--- src/rtl/bsg_round_robin_burst_n_to_1.sv ---
// rtl/bsg_round_robin_burst_n_to_1.sv - packet-aware round-robin N-to-1 arbiter/mux with burst tenure
// Optional stall watchdog: BSG_ROUND_ROBIN_BURST_STALL_WATCHDOG_EN (adds stall_limit_p and stall_o).
module bsg_round_robin_burst_n_to_1 #(
   parameter int width_p    = 16,
   parameter int num_in_p   = 2,
   parameter int max_pkts_p = 2,
`ifdef BSG_ROUND_ROBIN_BURST_STALL_WATCHDOG_EN
   parameter int stall_limit_p = 64,
`endif
   localparam int lg_in_lp = $clog2(num_in_p)
) (
   input  logic                         clk_i,
   input  logic                         reset_n_i,
   input  logic [num_in_p*width_p-1:0]  data_i,
   input  logic [num_in_p-1:0]          v_i,
   input  logic [num_in_p-1:0]          last_i,
   output logic [num_in_p-1:0]          yumi_o,
   output logic                         v_o,
   output logic [width_p-1:0]           data_o,
   output logic [lg_in_lp-1:0]          tag_o,
   output logic                         last_o,
   input  logic                         yumi_i
`ifdef BSG_ROUND_ROBIN_BURST_STALL_WATCHDOG_EN
   ,output logic                        stall_o
`endif
);

   localparam int pkts_w_lp = $clog2(max_pkts_p + 1);
   localparam logic [pkts_w_lp-1:0] max_pkts_lp = pkts_w_lp'(max_pkts_p);
   localparam logic [pkts_w_lp-1:0] one_pkt_lp  = pkts_w_lp'(1);

   logic [lg_in_lp-1:0]  owner_r;
   logic                 tenure_r;
   logic                 mid_pkt_r;
   logic [pkts_w_lp-1:0] pkts_r;

   logic [lg_in_lp-1:0]  rr_sel;
   logic                 rr_found;
   logic [lg_in_lp-1:0]  sel;
   logic                 hold_mode;
   logic                 rr_mode;
   logic                 new_tenure;
   logic                 handshake;

   // Circular scan starting just after the current owner, so the owner has lowest priority.
   always_comb begin
      logic [lg_in_lp-1:0] cand;
      rr_sel   = owner_r;
      rr_found = 1'b0;
      cand     = '0;
      for (int i = 1; i <= num_in_p; i++) begin
         cand = lg_in_lp'((int'(owner_r) + i) % num_in_p);
         if (!rr_found && v_i[cand]) begin
            rr_sel   = cand;
            rr_found = 1'b1;
         end
      end
   end

   always_comb begin
      hold_mode  = ~mid_pkt_r & tenure_r & v_i[owner_r] & (pkts_r < max_pkts_lp);
      rr_mode    = ~mid_pkt_r & ~hold_mode;
      sel        = rr_mode ? rr_sel : owner_r;
      v_o        = mid_pkt_r ? v_i[owner_r] : (|v_i);
      data_o     = data_i[sel*width_p +: width_p];
      tag_o      = sel;
      last_o     = last_i[sel];
      yumi_o     = '0;
      yumi_o[sel] = yumi_i & v_o;
      handshake  = v_o & yumi_i;
      new_tenure = (sel != owner_r) | ~tenure_r | rr_mode;
   end

   always_ff @(posedge clk_i or negedge reset_n_i) begin
      if (!reset_n_i) begin
         owner_r   <= lg_in_lp'(num_in_p - 1);
         tenure_r  <= 1'b0;
         mid_pkt_r <= 1'b0;
         pkts_r    <= '0;
      end else if (handshake) begin
         owner_r   <= sel;
         tenure_r  <= 1'b1;
         mid_pkt_r <= ~last_i[sel];
         if (last_i[sel]) begin
            if (new_tenure)
               pkts_r <= one_pkt_lp;
            else if (pkts_r >= max_pkts_lp)
               pkts_r <= max_pkts_lp;
            else
               pkts_r <= pkts_r + 1'b1;
         end else if (new_tenure) begin
            pkts_r <= '0;
         end
      end
   end

`ifdef BSG_ROUND_ROBIN_BURST_STALL_WATCHDOG_EN
   localparam int stall_w_lp = $clog2(stall_limit_p + 1);
   localparam logic [stall_w_lp-1:0] stall_lim_lp = stall_w_lp'(stall_limit_p);

   logic [stall_w_lp-1:0] stall_cnt_r;
   logic                  stall_r;
   logic                  stalling;

   assign stalling = mid_pkt_r & ~v_i[owner_r];
   assign stall_o  = stall_r;

   // Sticky flag: once the owner has starved the link long enough, only reset clears it.
   always_ff @(posedge clk_i or negedge reset_n_i) begin
      if (!reset_n_i) begin
         stall_cnt_r <= '0;
         stall_r     <= 1'b0;
      end else begin
         if (!stalling)
            stall_cnt_r <= '0;
         else if (stall_cnt_r != stall_lim_lp)
            stall_cnt_r <= stall_cnt_r + 1'b1;
         if (stalling && (stall_cnt_r == stall_lim_lp - 1'b1))
            stall_r <= 1'b1;
      end
   end
`endif

`ifndef SYNTHESIS
   yumi_without_valid: assert property (@(posedge clk_i) disable iff (!reset_n_i) yumi_i |-> v_o);
`endif

endmodule
--- config.mk ---
export PLATFORM = sky130hd
export DESIGN_NAME = bsg_round_robin_burst_n_to_1
export DESIGN_NICKNAME = d
export VERILOG_FILES = /design/src/rtl/bsg_round_robin_burst_n_to_1.sv
export SDC_FILE = /design/constraint.sdc
export NUM_CORES = 1
export LEC_CHECK = 0
export ABC_AREA = 0
export BUFFER_PORTS_ARGS = -buffer_cell sky130_fd_sc_hd__buf_2
export CAP_MARGIN = 20
export CORE_MARGIN = 4
export CORE_UTILIZATION = 30
export CTS_CLUSTER_DIAMETER = 100
export CTS_CLUSTER_SIZE = 16
export DETAILED_ROUTE_END_ITERATION = 8
export GPL_TIMING_DRIVEN = 0
export PLACE_DENSITY = 0.7
export RECOVER_POWER = 100
export SETUP_SLACK_MARGIN = 0.15
export SLEW_MARGIN = 25
export SYNTH_ARGS = -nofsm -noshare
export SYNTH_HDL_FRONTEND = slang
export SYNTH_SLANG_ARGS = --single-unit
--- constraint.sdc ---
create_clock -name clk_i -period 2.2 [get_ports clk_i]
set_clock_uncertainty 0.2 [all_clocks]
set_input_delay 0.33 -clock clk_i [delete_from_list [all_inputs] [get_ports clk_i]]
set_output_delay 0.33 -clock clk_i [all_outputs]
set_load 0.005 [all_outputs]
==> impl_metrics.json, run 1 <==
{
  "synthesis.area_um2": 589,
  "cts_max_level": 1,
  "sw_frac_of_total_pct": 34.5,
  "setup_viol": 20,
  "ir_drop_mv": 0.837,
  "antenna_cells": 0,
  "synth_warnings": 0,
  "p_total_uw": 1900,
  "netlist.area_leader.share_pct": 17.8,
  "status": "finished with violations",
  "grt_first_pass_wirelength_mm": 3.88,
  "gr-usage-all-layers_pct": 19.5,
  "rows": 15,
  "internal-power_uw": 1250,
  "first_pass_iters": 4,
  "critPathKind": "reg2out",
  "die_w_um": 52.3,
  "nFillCells": 104,
  "num_vias": 853,
  "pin_count": 60,
  "dieArea_um2": 2740,
  "synthCells": 58,
  "cts_root_buf": "clkbuf_4",
  "gp_congestion": 0.718,
  "synth_top_area_cell": "mux2_4",
  "pwr-share-comb_pct": 85.0,
  "core_area_um2": 1800,
  "cts.sinks": 5,
  "stdcell_count": 172,
  "maxCapViolCount": 0,
  "hold_violations": 0,
  "area_growth_pct": 141,
  "crit_path_max_fanout": 6,
  "setup_slack_ns": -0.266,
  "max_freq_ghz": 0.406,
  "finalCritPeriodShare_pct": 112,
  "cp-end-kind": "primary output",
  "synth_cell_types": 26,
  "cts_tree": "built",
  "nNetsFinal": 187,
  "grt_pass1_vias": 846,
  "min_period_ns": 2.47,
  "max_slew.worst_pin.slew_ns": 0.332,
  "hold_slack_ns": 0.244,
  "seq_area_frac_synth_pct": 21.4,
  "insertion_delay_ns": 0.24,
  "remaining_drc_errors": 0,
  "violations": "negative setup slack",
  "synth_seq_cells": 5,
  "use_met2_pct": 36.6,
  "wirelength_mm": 3.06,
  "path_clk_slew_ns": 0.04,
  "cp.arrival_ns": 1.94,
  "final_util_pct": 78.9,
  "placed_cells": 142,
  "slew_viol_final": 0,
  "grt_util_met1_pct": 16.6,
  "drive_gt1_share_pct": 78.9,
  "dp_hpwl_mm": 1.66,
  "gr-max-usage-layer": "met2",
  "portBuffers": 59,
  "drtIter0Drc": 17,
  "relSlewSlack_pct": 77.9,
  "p_leak_uw": 0.000770,
  "grt-ovfl-total": 0,
  "netlist_top_cells_area": "mux2_4 (18%), mux2_2 (17%), dfrtp_1 (17%)",
  "syn_nets": 97,
  "p_sw_uw": 658,
  "ant_nets": 0,
  "cts_buffer_depth": 2,
  "rsz0062_at_grt": "true",
  "grt_max_degree": 8,
  "die_y_um": 52.3,
  "viasPerCell": 4.96,
  "required_ns": 1.67,
  "cts_buffers": 3,
  "seqPwrFrac_pct": 9.4,
  "grt_use_met3_pct": 7.41,
  "holdCritPathClass": "in2reg",
  "powerDensity_nw_per_um2": 1340,
  "clkPwrFrac_pct": 5.6,
  "start_util_pct": 32.7,
  "startpoint_type": "flop",
  "routedWlPerCell_um": 17.8,
  "synth.avg_cell_area_um2": 10.2,
  "antenna_found_initial": 0
}
## repair_timing
action | 4_1_cts | 5_1_grt
setup endpoints to repair | 20 | 21
endpoints found under the hold margin | 5 | 0
pin swaps | 5 | 1
cloned | 2 | 0
hold buffers | 1 | 0
gates resized for setup | 40 | 4
setup buffers | 13 | 10
## worst paths after layout
path	startpoint	end	slack [ns]	depth (start not counted)
worst max register to register	owner_r	pkts_r[1]	0.10	9
worst min register to register	tenure_r	tenure_r	0.37	1
min in group asynchronous	reset_n_i	mid_pkt_r	0.27	2
worst min-delay path	yumi_i	pkts_r[0]	0.24	3
worst max-delay path	owner_r	data_o[15]	-0.27	8
max in group asynchronous	reset_n_i	owner_r	1.27	2
## layer usage
layer  wire length [um]  part of all wire (%)  up-vias
li1                   -                     -      393
met1               1010                    33      393
met2               1720                    56       50
met3                181                   5.9       17
met4                146                   4.8        0
met5                  0                     0        -
## metrics by stage
stage                     setup TNS, ns  worst slack (ns)  area (um2)
after CTS                         -3.66            -0.229        1330
final                             -4.65            -0.266        1420
after global routing              -5.72            -0.314        1420
after detailed placement         -0.370           -0.0649         925
after global placement           -0.191           -0.0293         925
after floorplan                       0             0.152         598
## power groups by stage
stage               sequential [uW]  clock [uW]  combinational, uW
detailed placement              172           0                756
global placement                169           0                738
CTS                             177         110               1410
global route                    182         116               1690
floorplan                       161           0                535
finish                          179         107               1620
## worst max-delay path, cell delays in order (launching register included)
cell and delay (ns):
dfstp_2 0.52, buf_6 0.12, nor2_4 0.04, mux2i_4 0.19, o21ai_4 0.11, buf_12 0.15, buf_16 0.13, mux2_4 0.31
buf_6 0.12
## area by class of cell
type | count | area [um2] | area share, %
Timing Repair Buffer | 85 | 674 | 47.4
Sequential cell | 5 | 129 | 9.07
Tap cell | 25 | 31.3 | 2.20
Buffer | 2 | 26.3 | 1.85
Inverter | 3 | 11.3 | 0.792
Clock buffer | 4 | 26.3 | 1.85
Multi-Input combinational cell | 48 | 523 | 36.8
## sequential cells by signal, summed over array words and instances (netlist names)
register / flops
owner_r: 1
tenure_r: 1
mid_pkt_r: 1
pkts_r: 2
## synth_stat cells
library cell	instances
nand3_1	1
a21o_1	1
mux2_4	7
nand2b_1	4
o21a_1	1
o21bai_1	1
nor2b_1	1
o21ai_1	1
buf_8	1
mux2_2	9
nor2_1	3
nand2_1	4
o211ai_1	2
mux2i_1	1
buf_2	1
dfstp_2	1
mux2i_2	1
o211a_1	1
a21oi_1	3
inv_1	3
o21ai_4	1
or2_1	1
o2111ai_1	2
o211ai_2	2
o22ai_1	1
dfrtp_1	4
## cells in the final DEF (no fill, tap or decap), types with 2 or more instances in the layout
| cell type | instances |
|---|---|
| a21oi_1 | 3 |
| buf_12 | 2 |
| buf_16 | 2 |
| buf_2 | 41 |
| buf_4 | 16 |
| buf_6 | 22 |
| clkbuf_1 | 3 |
| clkbuf_4 | 3 |
| dfrtp_1 | 2 |
| dfrtp_2 | 2 |
| inv_1 | 3 |
| mux2_4 | 16 |
| nand2_1 | 4 |
| nand2b_1 | 2 |
| nand2b_4 | 2 |
| nor2_4 | 2 |
| o2111ai_1 | 2 |
| o211ai_1 | 2 |
## logic make-up (layout without fill, tap and decap cells)
| kind of cell | Yosys count | count (layout) | synth area share [%] |
|---|---|---|---|
| AOI/OAI and AO/OA | 16 | 16 | 22.5 |
| buffers and inverters | 5 | 94 | 5.31 |
| DFF | 5 | 5 | 21.4 |
| muxes | 18 | 18 | 39.1 |
| and+or+nand+nor | 14 | 14 | 11.7 |
(Power assumes the default switching activity.)
==> inputs of run 2 (changes only) <==
==> constraint.sdc (replaced) <==
create_clock -name clk_i -period 2.2 [get_ports clk_i]
set_clock_uncertainty 0.2 [all_clocks]
set_input_delay 0.44 -clock clk_i [delete_from_list [all_inputs] [get_ports clk_i]]
set_output_delay 0.44 -clock clk_i [all_outputs]
set_load 0.005 [all_outputs]
==> impl_metrics.json, run 2 (synthesis results as in run 1) <==
{
  "num_vias": 783,
  "final_cell_mix": "buf_2 (40), buf_6 (22), mux2_4 (16), buf_4 (11), nand2_1 (4)",
  "final_util_pct": 73.5,
  "remaining_drc_errors": 0,
  "max_slew.worst_pin.slew_ns": 0.380,
  "setup_slack_ns": -0.327,
  "drive_gt1_share_pct": 78.3,
  "grt_first_pass_wirelength_mm": 3.59,
  "slew_viol_final": 0,
  "insertion_delay_ns": 0.25,
  "cts_tree": "built",
  "drtIter0Drc": 17,
  "pwr-share-comb_pct": 82.9,
  "first_pass_iters": 4,
  "start_util_pct": 32.7,
  "gp_congestion": 0.709,
  "grt_max_degree": 8,
  "seqPwrFrac_pct": 10.5,
  "critPathKind": "reg2out",
  "crit_path_max_fanout": 5,
  "largest_register_ffs": 2,
  "internal-power_uw": 1080,
  "rows": 15,
  "sw_frac_of_total_pct": 35.7,
  "cts.sinks": 5,
  "finalCritPeriodShare_pct": 115,
  "fin_setup_tns_ns": -5.71,
  "rsz0062_at_grt": "true",
  "gr-usage-all-layers_pct": 17.7,
  "cts_buffers": 3,
  "status": "finished with violations",
  "wirelength_mm": 2.70,
  "hold_violations": 0,
  "grt-ovfl-total": 0,
  "antenna_cells": 0,
  "postPlaceCellArea_um2": 953,
  "max_freq_ghz": 0.396,
  "pin_count": 60,
  "hold_slack_ns": 0.307,
  "clkPwrFrac_pct": 6.6,
  "layout.cells.most_common": "buf_2",
  "routedWlPerCell_um": 16.6,
  "ant_nets": 0,
  "min_period_ns": 2.53,
  "nFillCells": 117,
  "holdCritPathClass": "in2reg",
  "p_sw_uw": 598,
  "cts_buffer_depth": 2,
  "setup_viol": 20,
  "die_y_um": 52.3,
  "path_clk_slew_ns": 0.05,
  "die_w_um": 52.3,
  "ir_drop_mv": 0.896,
  "violations": "negative setup slack",
  "required_ns": 1.56,
  "cp.arrival_ns": 1.89,
  "cp-end-kind": "primary output",
  "grt_pass1_vias": 804,
  "cts_root_buf": "clkbuf_4",
  "dieArea_um2": 2740,
  "viasPerCell": 4.80,
  "nNetsFinal": 178,
  "relSlewSlack_pct": 74.6,
  "maxCapViolCount": 0,
  "regMostFlops": "pkts_r",
  "dp_hpwl_mm": 1.70,
  "core_area_um2": 1800,
  "p_leak_uw": 0.000712,
  "area_growth_pct": 125,
  "antenna_found_initial": 0,
  "portBuffers": 59,
  "powerDensity_nw_per_um2": 1270,
  "cts_max_level": 1,
  "startpoint_type": "flop",
  "stdcell_area_um2": 1320
}
## run 2: cell count changes in the layout (fill, tap and decap cells not counted), sizes merged
cell,delta
buf,-9
## run 2: final timing paths
kind                           start        end  slack, ns  cells after the start
setup / recovery             owner_r  data_o[8]      -0.33                      6
hold / removal                yumi_i    owner_r       0.31                      3
setup reg to reg             owner_r  pkts_r[1]       0.26                      8
hold reg to reg            pkts_r[0]  pkts_r[0]       0.36                      2
max in group asynchronous  reset_n_i    owner_r       1.15                      2
min in group asynchronous  reset_n_i   tenure_r       0.38                      2
## run 2: timing repair
item | in CTS | in global routing
resized for setup | 33 | 6
hold endpoints to repair | 5 | 0
gates cloned | 1 | 0
setup buffers | 9 | 6
setup endpoints to repair | 21 | 21
hold buffers | 1 | 0
pin swaps | 2 | 6
## run 2: layout make-up
cell class / count / area [um2] / share of cell area [%]
sequential: 5 / 129 / 9.74
tap: 25 / 31.3 / 2.36
inverter: 3 / 11.3 / 0.851
buffer: 2 / 26.3 / 1.98
multi-input combinational: 48 / 522 / 39.4
timing repair buffer: 76 / 578 / 43.7
clock buffer: 4 / 26.3 / 1.98
## run 2: power by group through the flow
stage	registers [uW]	clock network (uW)	logic (uW)
finish	177	110	1390
global route	181	123	1470
CTS	175	111	1260
detailed placement	181	0	800
global placement	179	0	779
floorplan	170	0	577
## run 2: per-stage QoR
step / setup WS (ns) / instances / total power, uW
finish: -0.327 / 163 / 1680
global route: -0.384 / 163 / 1770
CTS: -0.299 / 157 / 1540
detailed placement: -0.184 / 142 / 980
global placement: -0.141 / 142 / 958
floorplan: 0.0524 / 58 / 746
## run 2: metal layers
metal | track usage (%) | wire, um
met3 | 3.99 | 97
met4 | 3.40 | 39
met2 | 35.7 | 1640
met5 | 0 | 0
met1 | 18.2 | 928
## run 2: worst max-delay path: stages (launching register included)
cell and delay [ns]:
dfstp_2 0.52, buf_6 0.12, mux2i_4 0.08, o21ai_4 0.29
clkbuf_16 0.21, mux2_4 0.30, buf_6 0.11
==> inputs of run 3 (changes only) <==
CORE_MARGIN = not set   (was 4)
==> impl_metrics.json, run 3 (synthesis results as in run 1) <==
{
  "violations": "negative setup slack",
  "crit_path_max_fanout": 10,
  "rows": 15,
  "num_vias": 770,
  "layout.cells.most_common": "buf_2",
  "die_w_um": 46.3,
  "cts_max_level": 1,
  "cts_root_buf": "clkbuf_4",
  "ir_drop_mv": 0.552,
  "r2r-end": "pkts_r[1]",
  "grt_pass1_vias": 633,
  "setup_slack_ns": -0.295,
  "r2r_start": "owner_r",
  "grt_max_degree": 11,
  "grt_first_pass_wirelength_mm": 2.62,
  "hold_violations": 0,
  "pin_count": 60,
  "hp-start": "yumi_i",
  "cts_tree": "built",
  "holdCritPathClass": "in2reg",
  "max_slew.worst_pin.slew_ns": 0.311,
  "antenna_cells": 0,
  "gp_congestion": 0.716,
  "gr-usage-all-layers_pct": 17.5,
  "start_util_pct": 33.1,
  "drtIter0Drc": 14,
  "die_y_um": 46.3,
  "dieArea_um2": 2150,
  "cts_buffer_depth": 2,
  "dp_hpwl_mm": 1.55,
  "viasPerCell": 4.94,
  "min_period_ns": 2.50,
  "portBuffers": 59,
  "hold-path-endpoint": "owner_r",
  "max_freq_ghz": 0.401,
  "grt-ovfl-total": 0,
  "reg2reg_depth": 9,
  "powerDensity_nw_per_um2": 1160,
  "reg2reg_slack_ns": 0.31,
  "relSlewSlack_pct": 79.2,
  "antenna_found_initial": 0,
  "cts_buffers": 3,
  "first_pass_iters": 4,
  "largest_register_ffs": 2,
  "status": "finished with violations",
  "worstSetupStartpoint": "owner_r",
  "remaining_drc_errors": 0,
  "p_total_uw": 1330,
  "critPathKind": "reg2out",
  "final_util_pct": 64.4,
  "cp-end-kind": "primary output",
  "startpoint_type": "flop",
  "drive_gt1_share_pct": 74.0,
  "cp.arrival_ns": 1.86,
  "cts.sinks": 5,
  "finalCritPeriodShare_pct": 113,
  "hold_depth": 3,
  "final_cell_mix": "buf_2 (48), buf_6 (12), mux2_4 (11), buf_4 (8), mux2_2 (5)",
  "p_leak_uw": 0.000619,
  "hold_slack_ns": 0.305,
  "insertion_delay_ns": 0.25,
  "dp_worst_setup_slack_ns": -0.182,
  "maxCapViolCount": 0,
  "ant_nets": 0,
  "path_clk_slew_ns": 0.04,
  "routedWlPerCell_um": 13.5,
  "nNetsFinal": 171,
  "regMostFlops": "pkts_r",
  "area_growth_pct": 94.9,
  "wirelength_mm": 2.11,
  "setup_viol": 20,
  "required_ns": 1.56,
  "slew_viol_final": 0,
  "rsz0062_at_grt": "true",
  "core_area_um2": 1780
}
==> run 3: cell types whose count changed in the layout (fill, tap and decap cells not counted), moves of 2 or more <==
cell,change
buf_2,+8
buf_4,-3
buf_6,-10
dfrtp_1,+2
dfrtp_2,-2
mux2_2,+5
mux2_4,-5
==> run 3: report_power, final <==
part	switching (uW)	total, uW	internal [uW]
Combinational	418	1040	622
Sequential	48.2	181	133
Clock	40.8	110	68.8
==> run 3: area by class of cell <==
type	instances	area [um2]
plain buffers	2	26.3
clock buffers	4	26.3
fillers	152	634
inverters	3	11.3
multi-input cells	48	489
flip-flops and latches	5	126
well taps	25	31.3
repair buffers	69	438
==> run 3: critical path, stage by stage (launching register included) <==
cell	delay, ns
dfstp_2	0.52
buf_6	0.12
nor2_4	0.05
mux2i_4	0.22
o21ai_4	0.11
buf_8	0.17
mux2_4	0.30
buf_6	0.12
==> run 3: metal layers <==
layer,global-route usage [%],vias to the layer above,part of all wire (%)
met4,12.4,0,3.1
met3,5.10,9,6.4
li1,-,360,-
met5,0,-,0
met2,28.9,37,56
met1,18.8,364,34
==> run 3: metrics by stage <==
stage	setup TNS, ns	area [um2]	instances
after floorplan	0	627	58
after global placement	-1.26	953	142
after detailed placement	-1.65	953	142
after CTS	-5.14	1080	153
after global routing	-6.08	1150	156
final	-5.02	1150	156
==> run 3: repair_timing <==
action	CTS	global route
setup buffers	6	3
resized for setup	8	9
hold buffers	1	0
pin swaps	3	1
hold endpoints to repair	5	0
endpoints found under the setup margin	21	21
==> run 3: worst max path at each step <==
stage | endpoint | slack, ns | cells after the start
final | data_o[4] | -0.30 | 7
after global placement | data_o[14] | -0.15 | 6
after global routing | data_o[2] | -0.35 | 6
after floorplan | data_o[0] | 0.05 | 5
after detailed placement | data_o[4] | -0.18 | 7
after CTS | data_o[1] | -0.30 | 7
